### src/rtl/vgac_pipe.sv
`default_nettype none
// =====================================================================
// vgac_pipe : VGA timing, pixel-RAM addressing and aligned RGB/sync output
// Rev 1.0   : initial release
// =====================================================================
module vgac_pipe #(
  parameter int H_ACTIVE = 640,
  parameter int H_FP     = 16,
  parameter int H_SYNC   = 96,
  parameter int H_BP     = 48,
  parameter int V_ACTIVE = 480,
  parameter int V_FP     = 10,
  parameter int V_SYNC   = 2,
  parameter int V_BP     = 33,
  parameter bit HS_POL   = 1'b0,
  parameter bit VS_POL   = 1'b0,
  parameter int CW       = 4,
  parameter int RD_LAT   = 0,
  parameter int ROW_W    = 9,
  parameter int COL_W    = 10
) (
  input  logic              vga_clk,
  input  logic              clrn,
  input  logic [3*CW-1:0]   d_in,
  input  logic              swap_req,
  output logic [ROW_W-1:0]  row_addr,
  output logic [COL_W-1:0]  col_addr,
  output logic              rdn,
  output logic              buf_sel,
  output logic [CW-1:0]     r,
  output logic [CW-1:0]     g,
  output logic [CW-1:0]     b,
  output logic              hs,
  output logic              vs,
  output logic              de,
  output logic              vblank,
  output logic              line_start,
  output logic              frame_start,
  output logic              swap_ack
);

  localparam int H_TOTAL = H_SYNC + H_BP + H_ACTIVE + H_FP;
  localparam int V_TOTAL = V_SYNC + V_BP + V_ACTIVE + V_FP;
  localparam int HW      = $clog2(H_TOTAL + 1);
  localparam int VW      = $clog2(V_TOTAL + 1);

  localparam logic [HW-1:0] H_LAST    = HW'(H_TOTAL - 1);
  localparam logic [HW-1:0] H_SYNC_E  = HW'(H_SYNC);
  localparam logic [HW-1:0] H_ACT_BEG = HW'(H_SYNC + H_BP);
  localparam logic [HW-1:0] H_ACT_END = HW'(H_SYNC + H_BP + H_ACTIVE);

  localparam logic [VW-1:0] V_LAST    = VW'(V_TOTAL - 1);
  localparam logic [VW-1:0] V_SYNC_E  = VW'(V_SYNC);
  localparam logic [VW-1:0] V_ACT_BEG = VW'(V_SYNC + V_BP);
  localparam logic [VW-1:0] V_ACT_END = VW'(V_SYNC + V_BP + V_ACTIVE);

  localparam logic [COL_W-1:0] COL_OFS = COL_W'(H_SYNC + H_BP);
  localparam logic [ROW_W-1:0] ROW_OFS = ROW_W'(V_SYNC + V_BP);

  logic [HW-1:0] h;
  logic [VW-1:0] v;

  logic h_last, frame_wrap;
  logic hsync_now, vsync_now;
  logic act_h, act_v, act_now;
  logic [COL_W-1:0] col_next;
  logic [ROW_W-1:0] row_next;

  assign h_last     = (h == H_LAST);
  assign frame_wrap = h_last && (v == V_LAST);

  assign hsync_now = (h < H_SYNC_E);
  assign vsync_now = (v < V_SYNC_E);
  assign act_h     = (h >= H_ACT_BEG) && (h < H_ACT_END);
  assign act_v     = (v >= V_ACT_BEG) && (v < V_ACT_END);
  assign act_now   = act_h && act_v;

  // Subtract in the address width so truncation falls out of the arithmetic.
  assign col_next = COL_W'(h) - COL_OFS;
  assign row_next = ROW_W'(v) - ROW_OFS;

  // ------------------------------------------------------------------
  // Raster counters
  // ------------------------------------------------------------------
  always_ff @(posedge vga_clk or negedge clrn) begin
    if (!clrn) begin
      h <= '0;
      v <= '0;
    end else if (h_last) begin
      h <= '0;
      v <= (v == V_LAST) ? '0 : v + 1'b1;
    end else begin
      h <= h + 1'b1;
    end
  end

  // ------------------------------------------------------------------
  // Stage 1: RAM address / read strobe and event pulses
  // ------------------------------------------------------------------
  always_ff @(posedge vga_clk or negedge clrn) begin
    if (!clrn) begin
      rdn         <= 1'b1;
      col_addr    <= '0;
      row_addr    <= '0;
      vblank      <= 1'b1;
      line_start  <= 1'b0;
      frame_start <= 1'b0;
    end else begin
      rdn         <= ~act_now;
      col_addr    <= act_now ? col_next : '0;
      row_addr    <= act_now ? row_next : '0;
      vblank      <= ~act_v;
      line_start  <= (h == '0);
      frame_start <= (h == '0) && (v == '0);
    end
  end

  // ------------------------------------------------------------------
  // Timing delay line {hsync, vsync, act}; entry 0 lines up with the
  // address stage, entry RD_LAT with the cycle d_in is valid.
  // ------------------------------------------------------------------
  logic [2:0] dly [0:RD_LAT];
  logic [2:0] tap;

  always_ff @(posedge vga_clk or negedge clrn) begin
    if (!clrn) begin
      for (int i = 0; i <= RD_LAT; i++) dly[i] <= 3'b000;
    end else begin
      dly[0] <= {hsync_now, vsync_now, act_now};
      for (int i = 1; i <= RD_LAT; i++) dly[i] <= dly[i-1];
    end
  end

  assign tap = dly[RD_LAT];

  // ------------------------------------------------------------------
  // Output stage
  // ------------------------------------------------------------------
  always_ff @(posedge vga_clk or negedge clrn) begin
    if (!clrn) begin
      r  <= '0;
      g  <= '0;
      b  <= '0;
      de <= 1'b0;
      hs <= ~HS_POL;
      vs <= ~VS_POL;
    end else begin
      r  <= tap[0] ? d_in[CW-1:0]      : '0;
      g  <= tap[0] ? d_in[2*CW-1:CW]   : '0;
      b  <= tap[0] ? d_in[3*CW-1:2*CW] : '0;
      de <= tap[0];
      hs <= tap[2] ? HS_POL : ~HS_POL;
      vs <= tap[1] ? VS_POL : ~VS_POL;
    end
  end

  // ------------------------------------------------------------------
  // Double-buffer swap: requests latch into pend and are served at the
  // frame wrap; a request in the wrap cycle itself is served directly.
  // ------------------------------------------------------------------
  logic pend;

  always_ff @(posedge vga_clk or negedge clrn) begin
    if (!clrn) begin
      pend     <= 1'b0;
      buf_sel  <= 1'b0;
      swap_ack <= 1'b0;
    end else if (frame_wrap && (pend || swap_req)) begin
      pend     <= 1'b0;
      buf_sel  <= ~buf_sel;
      swap_ack <= 1'b1;
    end else begin
      pend     <= pend | swap_req;
      swap_ack <= 1'b0;
    end
  end

endmodule
`default_nettype wire

### config.mk
export PLATFORM = sky130hd
export DESIGN_NAME = vgac_pipe
export DESIGN_NICKNAME = d
export VERILOG_FILES = /design/src/rtl/vgac_pipe.sv
export SDC_FILE = /design/constraint.sdc
export NUM_CORES = 1
export LEC_CHECK = 0
export ABC_AREA = 1
export CORE_MARGIN = 3
export CORE_UTILIZATION = 52
export DETAILED_ROUTE_END_ITERATION = 12
export GPL_ROUTABILITY_DRIVEN = 0
export PLACE_DENSITY = 0.8
export RECOVER_POWER = 25
export SYNTH_ARGS = -nofsm -noshare
export SYNTH_HDL_FRONTEND = slang
export SYNTH_SLANG_ARGS = --single-unit
### constraint.sdc
create_clock -name vga_clk -period 2 [get_ports vga_clk]
set_input_delay 0.2 -clock vga_clk [delete_from_list [all_inputs] [get_ports vga_clk]]
set_output_delay 0.2 -clock vga_clk [all_outputs]
set_load 0.01 [all_outputs]
==> results.yml <==
outcome:
  status: "finished clean"
grt:
  grt_pass1_vias: 2106
  track_usage: 0.1986
  antenna_found_initial: 0
  use_met3: 0.04656
  met2_usage: 0.3161
  use_met1: 0.2496
  grt_start_max_net_pins: 39
  busiest_layer: "met2"
  grt_overflow: 0
  grt_pass1_wl_um: 9701
clocking:
  path_clk_slew_ns: 0.07
  cts_buffers: 9
  clk_latency_ns: 0.34
  clkSinkCount: 64
  clockRootBuffer: "clkbuf_8"
  htree_levels: 3
  cts_tree: "done"
  clock_path_buffers: 2
synthesis:
  netlist_instances: 316
  ys_seq_area_frac: 0.5478
  syn_area_um2: 2933
  syn_avg_cell_area_um2: 9.281
  synth_top_cell_by_area: "dfrtp_1"
  ys_warn_count: 0
  synth_cell_types: 29
  ys_seq_elements: 64
  synth_area_leaders: "dfrtp_1, nand2_1, inv_1"
  synth.net_count: 339
  synth_top_area_share: 0.5119
run:
  maxCapViolCount: 0
timing:
  rsz0062_at_grt: "no"
  relSlewSlack: 0.09674
  fin_skew_ns: 0.006551
  timing.hold.ws_ns: 0.3508
  final.period_utilization: 0.8817
  finalHoldViolCount: 0
  setup_violations: 0
  max_clock_freq_mhz: 567.1
  fin_ws_ns: 0.2365
  tns_ns: 0
  timing.final.max_slew_violations: 0
  fin_crit_ns: 1.763
  worst_pin_slew_ns: 1.355
routing:
  firstDrtPassIters: 5
  detail_route.wl_per_cell_um: 12.59
  drc: 0
  wirelength_um: 5730
  route.antenna.remaining_nets: 0
  avgViaCountPerCell: 4.886
  dr.first_iter.drc_count: 185
  vias: 2223
setup_path:
  crit_fanout: 17
  critPathTopFamily: "simple AND/OR/NAND/NOR gates"
  max_stage_delay_ns: 0.45
  cp_slowest_cell: "dfrtp_1"
  critical_path_class: "reg2reg"
  cp.required_ns: 2.26
  cpMostUsedCell: "nand2_1"
  critPathBufInv: 2
  startpoint_type: "flip-flop"
  cp_cell_sequence: "inv_1, ha_1, nand2_1, nand2_1, nand2_1, nor2_1, nor2_2, nand3_2, buf_12, nor2_1"
  critPathArrivalTime_ns: 2.03
  end_kind: "flip-flop"
pwr:
  p_per_area_nw_per_um2: 678.3
  p_leak_nw: 1.936
  ir_worst_vdd_mv: 0.4723
die:
  rows: 26
  start_util: 0.5565
  die_x_um: 81.10
  die_area_um2: 6577
  ios: 55
  coreArea_um2: 5270
  die_h_um: 81.10
cells_and_area:
  nNetsFinal: 403
  antenna_cells: 0
  drive_above_1_share: 0.1766
  syn_to_final_growth_pct: 28.20
placement:
  pre_cts_ws_ns: 0.2675
  port_buffers: 54
  dp_hpwl_um: 4186
min_path:
  hold_class: "reg2reg"
-- stage by stage --
stage	instance area (um2)	total power [mW]	instances	utilization
finish	3760	2.550	455	0.7134
global route	3760	2.654	455	0.7134
CTS	3767	2.581	455	0.7149
detailed placement	3537	1.373	438	0.6712
global placement	3537	1.373	438	0.6712
floorplan	2933	1.319	316	-
-- cell usage after synthesis --
cell type / number
ha_1: 8
buf_2: 1
o21ai_2: 3
nand2_2: 4
clkbuf_1: 1
nor2_1: 25
o21ai_0: 5
a21oi_1: 8
nand4_2: 1
nor3_2: 1
nand2_1: 65
dfrtp_1: 60
inv_1: 46
nand3_1: 19
xnor2_1: 2
nand3_2: 3
nand3b_1: 1
o21ai_1: 3
inv_2: 5
o22ai_2: 1
nor3_4: 1
nor3_1: 5
dfstp_2: 4
nand4_1: 4
buf_6: 6
nor2_2: 23
xor2_1: 9
a21oi_2: 1
nor4_1: 1
-- power by group --
part / internal (mW) / switching [mW]
clock network: 0.728 / 0.475
logic: 0.0246 / 0.0274
registers: 1.29 / 0.0000000000000000105
-- cells in the final DEF (no fill, tap or decap), types with 8 or more instances in the layout --
| cell | synthesis | final |
|---|---|---|
| inv_1 | 46 | 46 |
| nor2_1 | 25 | 25 |
| xor2_1 | 9 | 9 |
| clkbuf_8 | 0 | 10 |
| a21oi_1 | 8 | 8 |
| ha_1 | 8 | 8 |
| nand2_1 | 65 | 65 |
| clkdlybuf4s50_1 | 0 | 53 |
| dfrtp_1 | 60 | 60 |
| nor2_2 | 23 | 23 |
| nand3_1 | 19 | 19 |
-- flip-flops by register name, summed over array words and instances, names as in the netlist --
signal       count
line_start       1
row_addr         9
dly              3
rdn              1
r                4
h               10
frame_start      1
de               1
hs               1
vs               1
b                4
buf_sel          1
g                4
vblank           1
swap_ack         1
pend             1
col_addr        10
v               10
-- cell type report --
cell class	count	area (um2)
Multi-Input combinational cell	193	1059
Clock buffer	10	137.6
Clock inverter	6	82.58
Tap cell	70	87.58
Inverter	51	191.4
Timing Repair Buffer	61	595.6
Fill cell	423	1510
Sequential cell	64	1607
-- cell families (layout without fill, tap and decap cells) --
logic type / after synthesis / count (layout) / share of synthesized area
and+or+nand+nor: 153 / 153 / 0.2504
DFF: 64 / 64 / 0.5478
buffers and inverters: 59 / 128 / 0.09129
AOI/OAI and AO/OA: 21 / 21 / 0.04351
xor gates and xnor gates: 11 / 11 / 0.03285
adders and majority gates: 8 / 8 / 0.03413
-- repair_timing --
action / 4_1_cts / 5_1_grt
setup buffers: 0 / 0
hold endpoints to repair: 60 / 0
gates resized for setup: 0 / 0
hold buffers: 1 / 0
-- per-layer routing --
metal	wire [um]	part of all wire
met3	341	0.060
met4	127	0.022
met1	2479	0.43
met5	0	0
met2	2782	0.49
-- final timing paths --
check / end / slack, ns / cells past startpoint / from
max: row_addr[8]$_DFF_PN0_ / 0.24 / 10 / h[4]$_DFF_PN0_
max reg2reg: row_addr[8]$_DFF_PN0_ / 0.24 / 10 / h[4]$_DFF_PN0_
min: vs$_DFF_PN1_ / 0.35 / 1 / dly[1]$_DFF_PN0_
max in group asynchronous: h[8]$_DFF_PN0_ / 0.39 / 3 / clrn
min in group asynchronous: row_addr[5]$_DFF_PN0_ / 0.63 / 3 / clrn
min reg2reg: vs$_DFF_PN1_ / 0.35 / 1 / dly[1]$_DFF_PN0_
No activity file was read; power rests on OpenSTA's default activity.
